===== src/rtl/stage_memory_if.sv =====
// Request/stall/done bus between the memory pipeline stage and the multi-cycle data memory.
// The stage is the master: it drives the strobe, address and data, and the memory answers.
interface stage_memory_if;
  logic        MemEn;
  logic        MemWr;
  logic [15:0] MemAddr;
  logic [15:0] MemWriteData;
  logic        MemDump;
  logic [15:0] MemDataIn;
  logic        MemStall;
  logic        MemDone;

  modport master (
    output MemEn, MemWr, MemAddr, MemWriteData, MemDump,
    input  MemDataIn, MemStall, MemDone
  );

  modport slave (
    input  MemEn, MemWr, MemAddr, MemWriteData, MemDump,
    output MemDataIn, MemStall, MemDone
  );
endinterface


===== src/rtl/stage_memory.sv =====
// Memory stage of the 5-stage pipeline: runs one data-memory access at a time, freezes upstream
// while an access is outstanding, and registers the MEM/WB outputs for writeback.
module stage_memory #(
  parameter int TIMEOUT = 64,
  parameter int CNT_W   = 7
) (
  input  logic           clk,
  input  logic           rst,
  input  logic           Valid,
  input  logic [15:0]    ALUResult,
  input  logic [15:0]    ReadData2,
  input  logic           DMemWriteIn,
  input  logic           DMemEnIn,
  input  logic           DMemDumpIn,
  input  logic           RegWriteIn,
  input  logic           MemToRegIn,
  input  logic [2:0]     WriteRegIn,
  input  logic [2:0]     SetSelectIn,
  output logic           Stall,
  stage_memory_if.master mem,
  output logic           WbValid,
  output logic [15:0]    ALUResultOut,
  output logic [15:0]    ReadDataOut,
  output logic           RegWriteOut,
  output logic           MemToRegOut,
  output logic [2:0]     WriteRegOut,
  output logic [2:0]     SetSelectOut,
  output logic           Err
);

  localparam logic [CNT_W-1:0] LAST_CNT = CNT_W'(TIMEOUT - 1);

  typedef enum logic [1:0] {S_IDLE, S_ISSUE, S_WAIT, S_HALT} state_t;

  state_t r_state;
  state_t w_nextState;

  logic [CNT_W-1:0] r_cnt;
  logic [15:0]      r_addr;
  logic [15:0]      r_wdata;
  logic             r_wr;
  logic             r_regWrite;
  logic             r_memToReg;
  logic [2:0]       r_writeReg;
  logic [2:0]       r_setSelect;

  logic             r_wbValid;
  logic [15:0]      r_aluOut;
  logic [15:0]      r_readOut;
  logic             r_regWriteOut;
  logic             r_memToRegOut;
  logic [2:0]       r_writeRegOut;
  logic [2:0]       r_setSelectOut;
  logic             r_err;
  logic             r_dump;

  logic w_idleValid;
  logic w_busy;
  logic w_done;
  logic w_timeout;
  logic w_dumpReq;
  logic w_accept;
  logic w_misaligned;
  logic w_passRetire;

  assign w_idleValid  = (r_state == S_IDLE) && Valid;
  assign w_busy       = (r_state == S_ISSUE) || (r_state == S_WAIT);
  // A strobe refused by MemStall cannot complete in the same cycle.
  assign w_done       = (((r_state == S_ISSUE) && !mem.MemStall) || (r_state == S_WAIT)) && mem.MemDone;
  assign w_timeout    = w_busy && !w_done && (r_cnt == LAST_CNT);
  assign w_dumpReq    = w_idleValid && DMemDumpIn;
  assign w_accept     = w_idleValid && !DMemDumpIn && DMemEnIn && !ALUResult[0];
  assign w_misaligned = w_idleValid && !DMemDumpIn && DMemEnIn && ALUResult[0];
  assign w_passRetire = w_idleValid && (DMemDumpIn || !DMemEnIn);

  assign mem.MemEn        = (r_state == S_ISSUE);
  assign mem.MemWr        = r_wr;
  assign mem.MemAddr      = r_addr;
  assign mem.MemWriteData = r_wdata;
  assign mem.MemDump      = r_dump;

  assign WbValid      = r_wbValid;
  assign ALUResultOut = r_aluOut;
  assign ReadDataOut  = r_readOut;
  assign RegWriteOut  = r_regWriteOut;
  assign MemToRegOut  = r_memToRegOut;
  assign WriteRegOut  = r_writeRegOut;
  assign SetSelectOut = r_setSelectOut;
  assign Err          = r_err;

  always_ff @(posedge clk) begin
    if (rst) r_state <= S_IDLE;
    else     r_state <= w_nextState;
  end

  always_comb begin
    w_nextState = r_state;
    Stall       = (r_state != S_IDLE);
    case (r_state)
      S_IDLE: begin
        if (w_dumpReq)     w_nextState = S_HALT;
        else if (w_accept) w_nextState = S_ISSUE;
      end
      S_ISSUE: begin
        if (w_done || w_timeout) w_nextState = S_IDLE;
        else if (!mem.MemStall)  w_nextState = S_WAIT;
      end
      S_WAIT: begin
        if (w_done || w_timeout) w_nextState = S_IDLE;
      end
      S_HALT:  w_nextState = S_HALT;
      default: w_nextState = S_IDLE;
    endcase
  end

  // Latched request, wait counter and MEM/WB register; outputs hold between retirements.
  always_ff @(posedge clk) begin
    if (rst) begin
      r_cnt          <= '0;
      r_addr         <= '0;
      r_wdata        <= '0;
      r_wr           <= 1'b0;
      r_regWrite     <= 1'b0;
      r_memToReg     <= 1'b0;
      r_writeReg     <= '0;
      r_setSelect    <= '0;
      r_wbValid      <= 1'b0;
      r_aluOut       <= '0;
      r_readOut      <= '0;
      r_regWriteOut  <= 1'b0;
      r_memToRegOut  <= 1'b0;
      r_writeRegOut  <= '0;
      r_setSelectOut <= '0;
      r_err          <= 1'b0;
      r_dump         <= 1'b0;
    end else begin
      r_wbValid <= 1'b0;
      r_dump    <= 1'b0;
      if (w_busy) r_cnt <= r_cnt + CNT_W'(1);
      if (w_passRetire || w_misaligned) begin
        r_wbValid      <= 1'b1;
        r_aluOut       <= ALUResult;
        r_readOut      <= '0;
        r_regWriteOut  <= RegWriteIn && !w_misaligned;
        r_memToRegOut  <= MemToRegIn;
        r_writeRegOut  <= WriteRegIn;
        r_setSelectOut <= SetSelectIn;
      end
      if (w_misaligned) r_err  <= 1'b1;
      if (w_dumpReq)    r_dump <= 1'b1;
      if (w_accept) begin
        r_cnt       <= '0;
        r_addr      <= ALUResult;
        r_wdata     <= ReadData2;
        r_wr        <= DMemWriteIn;
        r_regWrite  <= RegWriteIn;
        r_memToReg  <= MemToRegIn;
        r_writeReg  <= WriteRegIn;
        r_setSelect <= SetSelectIn;
      end
      // An abandoned access still retires so the pipeline drains, but never writes a register.
      if (w_done || w_timeout) begin
        r_wbValid      <= 1'b1;
        r_aluOut       <= r_addr;
        r_readOut      <= (w_done && !r_wr) ? mem.MemDataIn : 16'h0000;
        r_regWriteOut  <= r_regWrite && w_done;
        r_memToRegOut  <= r_memToReg;
        r_writeRegOut  <= r_writeReg;
        r_setSelectOut <= r_setSelect;
      end
      if (w_timeout) r_err <= 1'b1;
    end
  end

endmodule


===== src/flat_wrapper.sv =====
// flat-port wrapper written by rule: the top's interface ports become plain ports
module stage_memory_flat 
#(
  parameter int TIMEOUT = 64,
  parameter int CNT_W   = 7
)
  (clk, rst, Valid, ALUResult, ReadData2, DMemWriteIn, DMemEnIn, DMemDumpIn, RegWriteIn, MemToRegIn, WriteRegIn, SetSelectIn, Stall, WbValid, ALUResultOut, ReadDataOut, RegWriteOut, MemToRegOut, WriteRegOut, SetSelectOut, Err, mem_MemEn, mem_MemWr, mem_MemAddr, mem_MemWriteData, mem_MemDump, mem_MemDataIn, mem_MemStall, mem_MemDone);
  stage_memory_if mem_i ();
  input  logic clk;
  input  logic rst;
  input  logic Valid;
  input  logic [15:0] ALUResult;
  input  logic [15:0] ReadData2;
  input  logic DMemWriteIn;
  input  logic DMemEnIn;
  input  logic DMemDumpIn;
  input  logic RegWriteIn;
  input  logic MemToRegIn;
  input  logic [2:0] WriteRegIn;
  input  logic [2:0] SetSelectIn;
  output logic Stall;
  output logic WbValid;
  output logic [15:0] ALUResultOut;
  output logic [15:0] ReadDataOut;
  output logic RegWriteOut;
  output logic MemToRegOut;
  output logic [2:0] WriteRegOut;
  output logic [2:0] SetSelectOut;
  output logic Err;
  output wire logic [$bits(mem_i.MemEn)-1:0] mem_MemEn;
  output wire logic [$bits(mem_i.MemWr)-1:0] mem_MemWr;
  output wire logic [$bits(mem_i.MemAddr)-1:0] mem_MemAddr;
  output wire logic [$bits(mem_i.MemWriteData)-1:0] mem_MemWriteData;
  output wire logic [$bits(mem_i.MemDump)-1:0] mem_MemDump;
  input wire logic [$bits(mem_i.MemDataIn)-1:0] mem_MemDataIn;
  input wire logic [$bits(mem_i.MemStall)-1:0] mem_MemStall;
  input wire logic [$bits(mem_i.MemDone)-1:0] mem_MemDone;
  assign mem_MemEn = mem_i.MemEn;
  assign mem_MemWr = mem_i.MemWr;
  assign mem_MemAddr = mem_i.MemAddr;
  assign mem_MemWriteData = mem_i.MemWriteData;
  assign mem_MemDump = mem_i.MemDump;
  assign mem_i.MemDataIn = mem_MemDataIn;
  assign mem_i.MemStall = mem_MemStall;
  assign mem_i.MemDone = mem_MemDone;
  stage_memory #(.TIMEOUT(TIMEOUT), .CNT_W(CNT_W)) u_core (.clk(clk), .rst(rst), .Valid(Valid), .ALUResult(ALUResult), .ReadData2(ReadData2), .DMemWriteIn(DMemWriteIn), .DMemEnIn(DMemEnIn), .DMemDumpIn(DMemDumpIn), .RegWriteIn(RegWriteIn), .MemToRegIn(MemToRegIn), .WriteRegIn(WriteRegIn), .SetSelectIn(SetSelectIn), .Stall(Stall), .mem(mem_i), .WbValid(WbValid), .ALUResultOut(ALUResultOut), .ReadDataOut(ReadDataOut), .RegWriteOut(RegWriteOut), .MemToRegOut(MemToRegOut), .WriteRegOut(WriteRegOut), .SetSelectOut(SetSelectOut), .Err(Err));
endmodule

===== config.mk =====
export PLATFORM = sky130hd
export DESIGN_NAME = stage_memory_flat
export DESIGN_NICKNAME = d
export VERILOG_FILES = /design/src/rtl/stage_memory_if.sv /design/src/rtl/stage_memory.sv /design/src/flat_wrapper.sv
export SDC_FILE = /design/constraint.sdc
export NUM_CORES = 1
export LEC_CHECK = 0
export ABC_AREA = 1
export BUFFER_PORTS_ARGS = -buffer_cell sky130_fd_sc_hd__buf_4
export CAP_MARGIN = 20
export CORE_MARGIN = 2
export CORE_UTILIZATION = 52
export DETAILED_ROUTE_END_ITERATION = 6
export HOLD_SLACK_MARGIN = 0.05
export PLACE_DENSITY = 0.83
export SLEW_MARGIN = 20
export SYNTH_ARGS = -nofsm -noshare
export SYNTH_HDL_FRONTEND = slang
export SYNTH_SLANG_ARGS = --single-unit

===== constraint.sdc =====
create_clock -name clk -period 2.7 [get_ports clk]
set_input_delay 0 -clock clk [delete_from_list [all_inputs] [get_ports clk]]
set_output_delay 0 -clock clk [all_outputs]
set_load 0.005 [all_outputs]

==> impl_metrics.toml, run 1 <==
[synthesis]
synth_cells = 476
synthArstFlopShare_pct = 0
synth_seq_cells = 93
synth_warnings = 0
synth_nets = 546
synth_top_area_cell = "dfxtp_1"
netlist_area_sq_um = 3720
ys_seq_area_share_pct = 50.0
synth.avg_cell_area_sq_um = 7.83
synth_top_area_share_pct = 50.0
synth.most_common_cell = "nand2_1"
synth-edff-count = 0
synth.distinct_cells = 30
synth_area_leaders = "dfxtp_1 50%, nand2_1 10%, nor2_1 9.6%"
synth_common_cells = "103 x nand2_1, 95 x nor2_1, 93 x dfxtp_1, 41 x o21ai_0, 25 x nand3_1"
ys.flop_type = "dfxtp_1"

[critical_path]
critPathLaunchType = "flop"
timing.rr.end = "u_core.ReadDataOut[13]$_SDFFE_PP0P_"
cp_data_arrival_time_ns = 2.81
reg2reg_from = "u_core.r_state[1]$_SDFFE_PP0P_"
cpMaxStageDelayCell = "dlygate4sd3_1"
cp_max_fo = 16
cp_cell_sequence = "inv_1 > ha_1 > nand2_1 > nand2_1 > nand2_2 > nor2_2 > nand2_1 > a21oi_1 > dlygate4sd3_1"
path_delay_family = "simple AND/OR/NAND/NOR gates"
crit_top_cell = "nand2_1"
end_kind = "flop"
ff2ff_path_depth = 9
critical_path_class = "flop to flop"
required_ns = 2.98
worst_path_largest_cell_delay_ns = 0.59
worst-path-buf-inv = 2
r2r_slack_ns = 0.17

[status]
status = "completed"

[floorplanning]
std_cell_rows = 30
ioPinCount = 142
core_sq_um = 6870
die_w_um = 88.6
dieArea_sq_um = 7860
chipHeight_um = 88.6
start_util_pct = 54.2

[sta]
hold_viol_final = 0
fin_crit_sh_pct = 93.7
rsz0062_at_grt = "false"
worst-slew-pin-transition_ns = 0.802
fin_skew_ns = 0.0107
clock.fmax_mhz = 395
max_slew_margin_pct = 46.5
period_needed_ns = 2.53
fin_ws_ns = 0.170
finalSetupViolCount = 0
tns_ns = 0
drv_slew = 0

[place]
io_buffers = 141
dp_hpwl_um = 6340
pre_cts_ws_ns = 0.443
gp_congestion = 0.810

[global_routing]
overflow = 0
track_usage_pct = 28.9
gr-max-usage-layer = "met2"
grt_pass1_vias = 3901
grt_antenna_before_repair = 0
grt_max_degree = 45
grt_pass1_wl_um = 17900
grt_use_met2_pct = 51.8
grt_util_met1_pct = 34.0
grt_use_met3_pct = 5.78

[min_path]
hp-start = "mem_MemDone"
min_path_cells = 5
min_delay_worst_endpoint = "u_core.RegWriteOut$_SDFFE_PP0P_"
hp-class = "input pin to flop"

[job]
cap_violations = 0

[clock_tree]
cts-root-buf = "clkbuf_8"
cts_setup_buffers = 0
cts-buffers-inserted = 9
cts_buffer_depth = 2
clk_pin_slew_ns = 0.09
cts_sinks = 93
h-tree-depth = 3
tritoncts = "done"
insertion_delay_ns = 0.34

[final_layout]
area_growth_pct = 55.8
fillerInstances = 392
drive_gt1_share_pct = 25.5
insertedDiodeCount = 0
final_net_count = 753

[drt]
drc = 0
routed_wl_um = 11400
dr.pass1.iters = 6
vias = 4010
wire_per_inst_um = 14.6
drt_iter0_markers = 287
vias_per_cell = 5.12
ant_nets = 0

[power]
vdd_drop_max_mv = 0.500
p_per_area_nw_per_um2 = 739
p_leak_nw = 2.94
## layout make-up
cell class | instances | area [sq um] | share of cell area (%)
clock buffers | 12 | 165 | 2.85
flip-flops and latches | 93 | 1860 | 32.1
multi-input cells | 334 | 1640 | 28.2
inverters | 22 | 85.1 | 1.47
repair buffers | 223 | 1870 | 32.2
well taps | 96 | 120 | 2.07
clock inverters | 3 | 67.6 | 1.16
## sequential cells by signal (all words and copies together), names as in the netlist, 7 cells and up
register / flops
u_core.ReadDataOut: 16
u_core.ALUResultOut: 16
u_core.mem.MemWriteData: 16
u_core.mem.MemAddr: 16
u_core.r_cnt: 7
## tightest hold or removal path: cells and delay by family
| family | cells | cell delay [ns] |
|---|---|---|
| and+or+nand+nor | 4 | 0.38 |
| buffers and inverters | 1 | 0.08 |
## how the worst max path moves through the flow
stage	start	end	slack, ns	cells past startpoint
finish	u_core.r_state[1]$_SDFFE_PP0P_	u_core.ReadDataOut[13]$_SDFFE_PP0P_	0.17	9
global route	u_core.r_state[1]$_SDFFE_PP0P_	u_core.ReadDataOut[13]$_SDFFE_PP0P_	0.04	9
CTS	u_core.r_state[0]$_SDFFE_PP0P_	u_core.ReadDataOut[9]$_SDFFE_PP0P_	0.30	10
detailed placement	u_core.r_state[0]$_SDFFE_PP0P_	u_core.r_cnt[0]$_SDFFE_PP0N_	0.44	7
global placement	u_core.r_state[0]$_SDFFE_PP0P_	u_core.r_cnt[0]$_SDFFE_PP0N_	0.61	7
floorplan	u_core.r_state[0]$_SDFFE_PP0P_	u_core.SetSelectOut[2]$_SDFFE_PP0P_	1.01	9
## logic make-up (layout without fill, tap and decap cells)
| kind of cell | Yosys count | in the layout | share of synthesized area (%) |
|---|---|---|---|
| flops | 93 | 93 | 50.0 |
| xor+xnor | 3 | 3 | 0.706 |
| buf+inv | 49 | 260 | 6.08 |
| simple gates | 237 | 237 | 26.3 |
| fa+ha+maj | 6 | 6 | 2.02 |
| compound gates | 88 | 88 | 14.9 |
## stage by stage
step	total power, mW	instances	instance area, sq um	utilization (%)	hold slack (ns)
6_report	4.29	783	5800	84.5	0.157
5_1_grt	4.53	783	5800	84.5	0.179
4_1_cts	4.25	783	5800	84.5	0.150
3_5_place_dp	3.09	691	4800	69.9	0.228
3_3_place_gp	3.05	691	4800	69.9	0.222
2_1_floorplan	2.59	476	3720	-	0.135
## routing by layer
metal | part of all wire, % | up-vias
li1 | - | 1955
met1 | 41 | 1867
met2 | 51 | 168
met3 | 6.7 | 20
met4 | 2.0 | 0
met5 | 0 | -
## timing repair
action | in CTS | in global routing
endpoints found under the hold margin | 81 | 0
hold buffers | 77 | 0
resized for setup | 0 | 0
## cell usage in the layout (no fill, tap or decap), drive strengths merged, types with 2 or more instances in the layout
cell         synthesis  layout
inv                 22      22
clkbuf              18      12
buf                  9     146
nand2              107     107
nand3               26      26
dfxtp               93      93
a21oi               22      22
ha                   6       6
o21ai               42      42
nor3                 2       2
bufinv               0       2
o211a               22      22
xnor2                2       2
nor2                99      99
dlygate4sd3          0      77
## power breakdown
part	internal, mW	switching [mW]
clock network	0.594	0.473
logic	0.721	0.796
registers	1.58	0.126
total	2.89	1.40
Note: power is estimated with default switching activity, not from simulation.
==> run 2: changes to the inputs <==
--- a/config.mk
+++ b/config.mk
@@ -9,10 +9,10 @@
 export BUFFER_PORTS_ARGS = -buffer_cell sky130_fd_sc_hd__buf_4
 export CAP_MARGIN = 20
 export CORE_MARGIN = 2
-export CORE_UTILIZATION = 52
+export CORE_UTILIZATION = 44
 export DETAILED_ROUTE_END_ITERATION = 6
 export HOLD_SLACK_MARGIN = 0.05
-export PLACE_DENSITY = 0.83
+export PLACE_DENSITY = 0.75
 export SLEW_MARGIN = 20
 export SYNTH_ARGS = -nofsm -noshare
 export SYNTH_HDL_FRONTEND = slang
==> constraint.sdc (replaced) <==
create_clock -name clk -period 2.05 [get_ports clk]
set_input_delay 0 -clock clk [delete_from_list [all_inputs] [get_ports clk]]
set_output_delay 0 -clock clk [all_outputs]
set_load 0.005 [all_outputs]
==> run 2 against run 1 <==
Against the previous run: fmax increased by 34%; hold slack worse by 0.086 ns; clock power is 37% higher; critical path depth shrank 2; die area is 17% higher; count of clock-buffer cells in the layout decreased by 3; combinational power increased by 32%.
==> impl_metrics.toml, run 2 (synthesized netlist as in run 1, its figures left out) <==
[status]
status = "completed"

[global_routing]
grt_pass1_wl_um = 17000
grt_antenna_before_repair = 0
grt_max_degree = 45
track_usage_pct = 23.4
grt_pass1_vias = 3699
overflow = 0

[critical_path]
required_ns = 2.34
critical_path_class = "flop to flop"
cp_data_arrival_time_ns = 2.17
r2r_slack_ns = 0.17
end_kind = "flop"
cp_max_fo = 4
ff2ff_path_depth = 7
timing.rr.end = "u_core.Err$_SDFFE_PP0P_"
critPathLaunchType = "flop"
reg2reg_from = "u_core.r_state[0]$_SDFFE_PP0P_"

[final_layout]
post-route-util_pct = 69.4
seq_area_sq_um = 1860
design_area_sq_um = 5710
layout_commonest_cell = "buf_4"
multiInputGateArea_sq_um = 1640
mostFrequentLayoutCells = "148 x buf_4, 103 x nand2_1, 95 x nor2_1"
insertedDiodeCount = 0
drive_gt1_share_pct = 26.7
final_net_count = 740
final_cells = 780
fillerInstances = 613
area_growth_pct = 53.2

[min_path]
min_path_cells = 4
min_delay_worst_endpoint = "u_core.Err$_SDFFE_PP0P_"
hp-start = "mem_MemDone"
hp-class = "input pin to flop"

[clock_tree]
h-tree-depth = 3
cts-root-buf = "clkbuf_8"
clk_pin_slew_ns = 0.09
tritoncts = "done"
cts-buffers-inserted = 9
cts_sinks = 93
cts_buffer_depth = 2
insertion_delay_ns = 0.35

[drt]
drc = 0
wire_per_inst_um = 13.6
dr.pass1.iters = 4
vias = 3816
routed_wl_um = 10600
vias_per_cell = 4.89
drt_iter0_markers = 147
ant_nets = 0

[sta]
clock.fmax_mhz = 531
fin_skew_ns = 0.00851
worst-slew-pin-transition_ns = 0.458
period_needed_ns = 1.88
drv_slew = 0
rsz0062_at_grt = "false"
max_slew_margin_pct = 69.3
hold_viol_final = 0
tns_ns = 0
finalSetupViolCount = 0
fin_crit_sh_pct = 91.9

[place]
gp_congestion = 0.849
io_buffers = 141
place_area_sq_um = 4850
dp.cells = 703
dp_hpwl_um = 6610

[power]
p_per_area_nw_per_um2 = 1000
p_leak_nw = 2.86
finalPower_mw = 5.71
vdd_drop_max_mv = 0.607

[floorplanning]
start_util_pct = 45.3
chipHeight_um = 96.0
dieArea_sq_um = 9220
ioPinCount = 142
std_cell_rows = 33
die_w_um = 96.0
core_sq_um = 8220

[job]
cap_violations = 0
run 2: per-layer routing:
metal	up-vias	part of all wire (%)	global-route usage, %
li1	1924	-	-
met1	1760	40	26.7
met2	124	50	41.6
met3	8	8.7	8.85
met4	0	0.77	5.12
met5	-	0	0
run 2: stage by stage:
step / setup slack [ns] / hold slack [ns]
3_3_place_gp: 0.260 / 0.222
2_1_floorplan: 0.362 / 0.135
6_report: 0.166 / 0.0709
3_5_place_dp: 0.131 / 0.228
5_1_grt: 0.00978 / 0.0891
4_1_cts: 0.108 / 0.0519
run 2: power by group:
part / switching (mW) / internal (mW)
clock network: 0.657 / 0.817
registers: 0.158 / 2.08
logic: 1.04 / 0.962
total: 1.85 / 3.86
run 2: worst max path at each step:
stage / endpoint / cells after the start / slack, ns / from
2_1_floorplan: u_core.SetSelectOut[2]$_SDFFE_PP0P_ / 9 / 0.36 / u_core.r_state[0]$_SDFFE_PP0P_
3_3_place_gp: u_core.ALUResultOut[13]$_SDFFE_PP0P_ / 9 / 0.26 / u_core.r_state[0]$_SDFFE_PP0P_
3_5_place_dp: u_core.ALUResultOut[15]$_SDFFE_PP0P_ / 9 / 0.13 / u_core.r_state[0]$_SDFFE_PP0P_
4_1_cts: u_core.MemToRegOut$_SDFFE_PP0P_ / 9 / 0.11 / u_core.r_state[0]$_SDFFE_PP0P_
5_1_grt: u_core.Err$_SDFFE_PP0P_ / 7 / 0.01 / u_core.r_state[0]$_SDFFE_PP0P_
6_report: u_core.Err$_SDFFE_PP0P_ / 7 / 0.17 / u_core.r_state[0]$_SDFFE_PP0P_
run 2: critical path, cell delays in order, from the launching register on:
cell and delay, ns:
dfxtp_1 0.34, inv_1 0.13, ha_2 0.23, nand2_1 0.13, nor3_1 0.15, nand2_1 0.09
dlygate4sd3_1 0.58, a31oi_1 0.16
run 2: layout make-up:
type	count	share of cell area, %
Clock buffer	9	2.17
Clock inverter	7	2.11
Inverter	22	1.54
Multi-Input combinational cell	334	28.7
Sequential cell	93	32.6
Tap cell	105	2.30
Timing Repair Buffer	210	30.5
run 2: what timing repair did:
action | 4_1_cts | 5_1_grt
hold buffers | 61 | 0
endpoints found under the hold margin | 82 | 0
gates resized for setup | 0 | 2
buffers inserted | 0 | 0
endpoints found under the setup margin | 0 | 23
==> run 3: changes to the inputs <==
--- a/config.mk
+++ b/config.mk
@@ -8,8 +8,10 @@
 export ABC_AREA = 1
 export BUFFER_PORTS_ARGS = -buffer_cell sky130_fd_sc_hd__buf_4
 export CAP_MARGIN = 20
+export CELL_PAD_IN_SITES_DETAIL_PLACEMENT = 1
+export CELL_PAD_IN_SITES_GLOBAL_PLACEMENT = 1
 export CORE_MARGIN = 2
-export CORE_UTILIZATION = 44
+export CORE_UTILIZATION = 31
 export DETAILED_ROUTE_END_ITERATION = 6
 export HOLD_SLACK_MARGIN = 0.05
 export PLACE_DENSITY = 0.75
==> run 3 against run 2 <==
Against the previous run: highest routed layer unchanged; critical endpoint unchanged; setup slack got worse by 0.054 ns; cell area increased by 2.3%; power increased by 5.4%; sequential share of layout area decreased by 0.71 points; critical path type unchanged; sequential power is essentially flat.
==> impl_metrics.toml, run 3 (synthesized netlist as in run 1, its figures left out) <==
[final_layout]
insertedDiodeCount = 0
mostFrequentLayoutCells = "149 x buf_4, 103 x nand2_1, 95 x nor2_1"
drive_gt1_share_pct = 27.1
final_cells = 823
layout_commonest_cell = "buf_4"
fillerInstances = 1421
design_area_sq_um = 5840
multiInputGateArea_sq_um = 1650
final_net_count = 741
seq_area_sq_um = 1860
area_growth_pct = 56.7
post-route-util_pct = 49.2

[floorplanning]
ioPinCount = 142
dieArea_sq_um = 12900
chipHeight_um = 114
core_sq_um = 11900
std_cell_rows = 40
start_util_pct = 31.4
die_w_um = 114

[clock_tree]
cts_setup_buffers = 0
cts-root-buf = "clkbuf_16"
tritoncts = "done"
cts_sinks = 93
h-tree-depth = 3
clk_pin_slew_ns = 0.07
insertion_delay_ns = 0.35
cts_buffer_depth = 2
cts-buffers-inserted = 9

[power]
finalPower_mw = 6.02
combinationalPowerShare_pct = 34.2
clock_power_share_pct = 28.4
power.net_switching_mw = 1.97
p_leak_nw = 2.90
p_per_area_nw_per_um2 = 1030
pwr-share-seq_pct = 37.4
switching_share_pct = 32.7
p_int_mw = 4.05
vdd_drop_max_mv = 0.368

[drt]
routed_wl_um = 12500
drt_iter0_markers = 165
vias = 3901
dr.pass1.iters = 4
wire_per_inst_um = 15.2
drc = 0
ant_nets = 0
vias_per_cell = 4.74

[place]
gp_congestion = 0.742
place_area_sq_um = 4910
dp.cells = 746
io_buffers = 141
dp_hpwl_um = 7810
pre_cts_ws_ns = 0.0868

[critical_path]
critPathLaunchType = "flop"
cp_data_arrival_time_ns = 2.23
required_ns = 2.34
critical_path_class = "flop to flop"
cp_max_fo = 5
r2r_slack_ns = 0.11
end_kind = "flop"

[global_routing]
grt_max_degree = 45
grt_pass1_vias = 4066
grt_pass1_wl_um = 19900
grt_antenna_before_repair = 0
track_usage_pct = 19.6
overflow = 0

[sta]
fin_ws_ns = 0.112
tns_ns = 0
holdWs_ns = 0.106
clock.fmax_mhz = 516
hold_viol_final = 0
max_slew_margin_pct = 70.6
fin_crit_sh_pct = 94.5
worst-slew-pin-transition_ns = 0.441
drv_slew = 0
fin_skew_ns = 0.00582
finalSetupViolCount = 0
rsz0062_at_grt = "false"
period_needed_ns = 1.94

[status]
status = "completed"

[min_path]
hp-class = "input pin to flop"

[job]
cap_violations = 0
-- run 3: cell types whose count changed in the layout (fill, tap and decap cells not counted), sizes merged --
cell	change
clkinvlp	+1
clkbuf	+2
buf	+1
clkinv	-1
bufinv	-2
-- run 3: cell type report --
type	count	share of cell area (%)
Clock inverter	5	1.01
Clock buffer	11	4.16
Inverter	22	1.46
Sequential cell	93	31.9
Timing Repair Buffer	211	30.0
Multi-Input combinational cell	334	28.3
Tap cell	147	3.15
-- run 3: per-layer routing --
| layer | part of all wire (%) | up-vias | wire length [um] | GRT usage, % |
|---|---|---|---|---|
| li1 | - | 1933 | - | - |
| met1 | 42 | 1857 | 5280 | 22.3 |
| met2 | 52 | 95 | 6470 | 35.8 |
| met3 | 4.3 | 16 | 539 | 3.83 |
| met4 | 1.7 | 0 | 216 | 8.13 |
| met5 | 0 | - | 0 | 0 |
-- run 3: power groups by stage --
stage	Sequential (mW)	Clock [mW]	Combinational [mW]
floorplan	2.27	0	1.13
global placement	2.27	0	1.85
detailed placement	2.28	0	1.93
CTS	2.25	1.75	2.04
global route	2.29	1.82	2.30
finish	2.25	1.71	2.06
-- run 3: worst max-delay path, cell delays in order, from the launching register on --
cell,delay (ns)
dfxtp_1,0.39
inv_2,0.09
ha_4,0.29
nand2_2,0.08
nor2_4,0.16
nand4_1,0.13
a31oi_1,0.17
dlygate4sd3_1,0.57
-- run 3: repair_timing --
| item | in CTS | in global routing |
|---|---|---|
| hold endpoints to repair | 82 | 0 |
| hold buffers | 61 | 0 |
| resized for setup | 0 | 4 |
| endpoints found under the setup margin | 0 | 24 |
-- run 3: path summary, 6_finish.rpt --
kind                                       from                                  to  cells past startpoint
max              u_core.r_state[0]$_SDFFE_PP0P_             u_core.Err$_SDFFE_PP0P_                      7
max reg2reg      u_core.r_state[0]$_SDFFE_PP0P_             u_core.Err$_SDFFE_PP0P_                      7
min                                 mem_MemDone     u_core.RegWriteOut$_SDFFE_PP0P_                      5
min reg2reg  u_core.ReadDataOut[4]$_SDFFE_PP0P_  u_core.ReadDataOut[4]$_SDFFE_PP0P_                      2
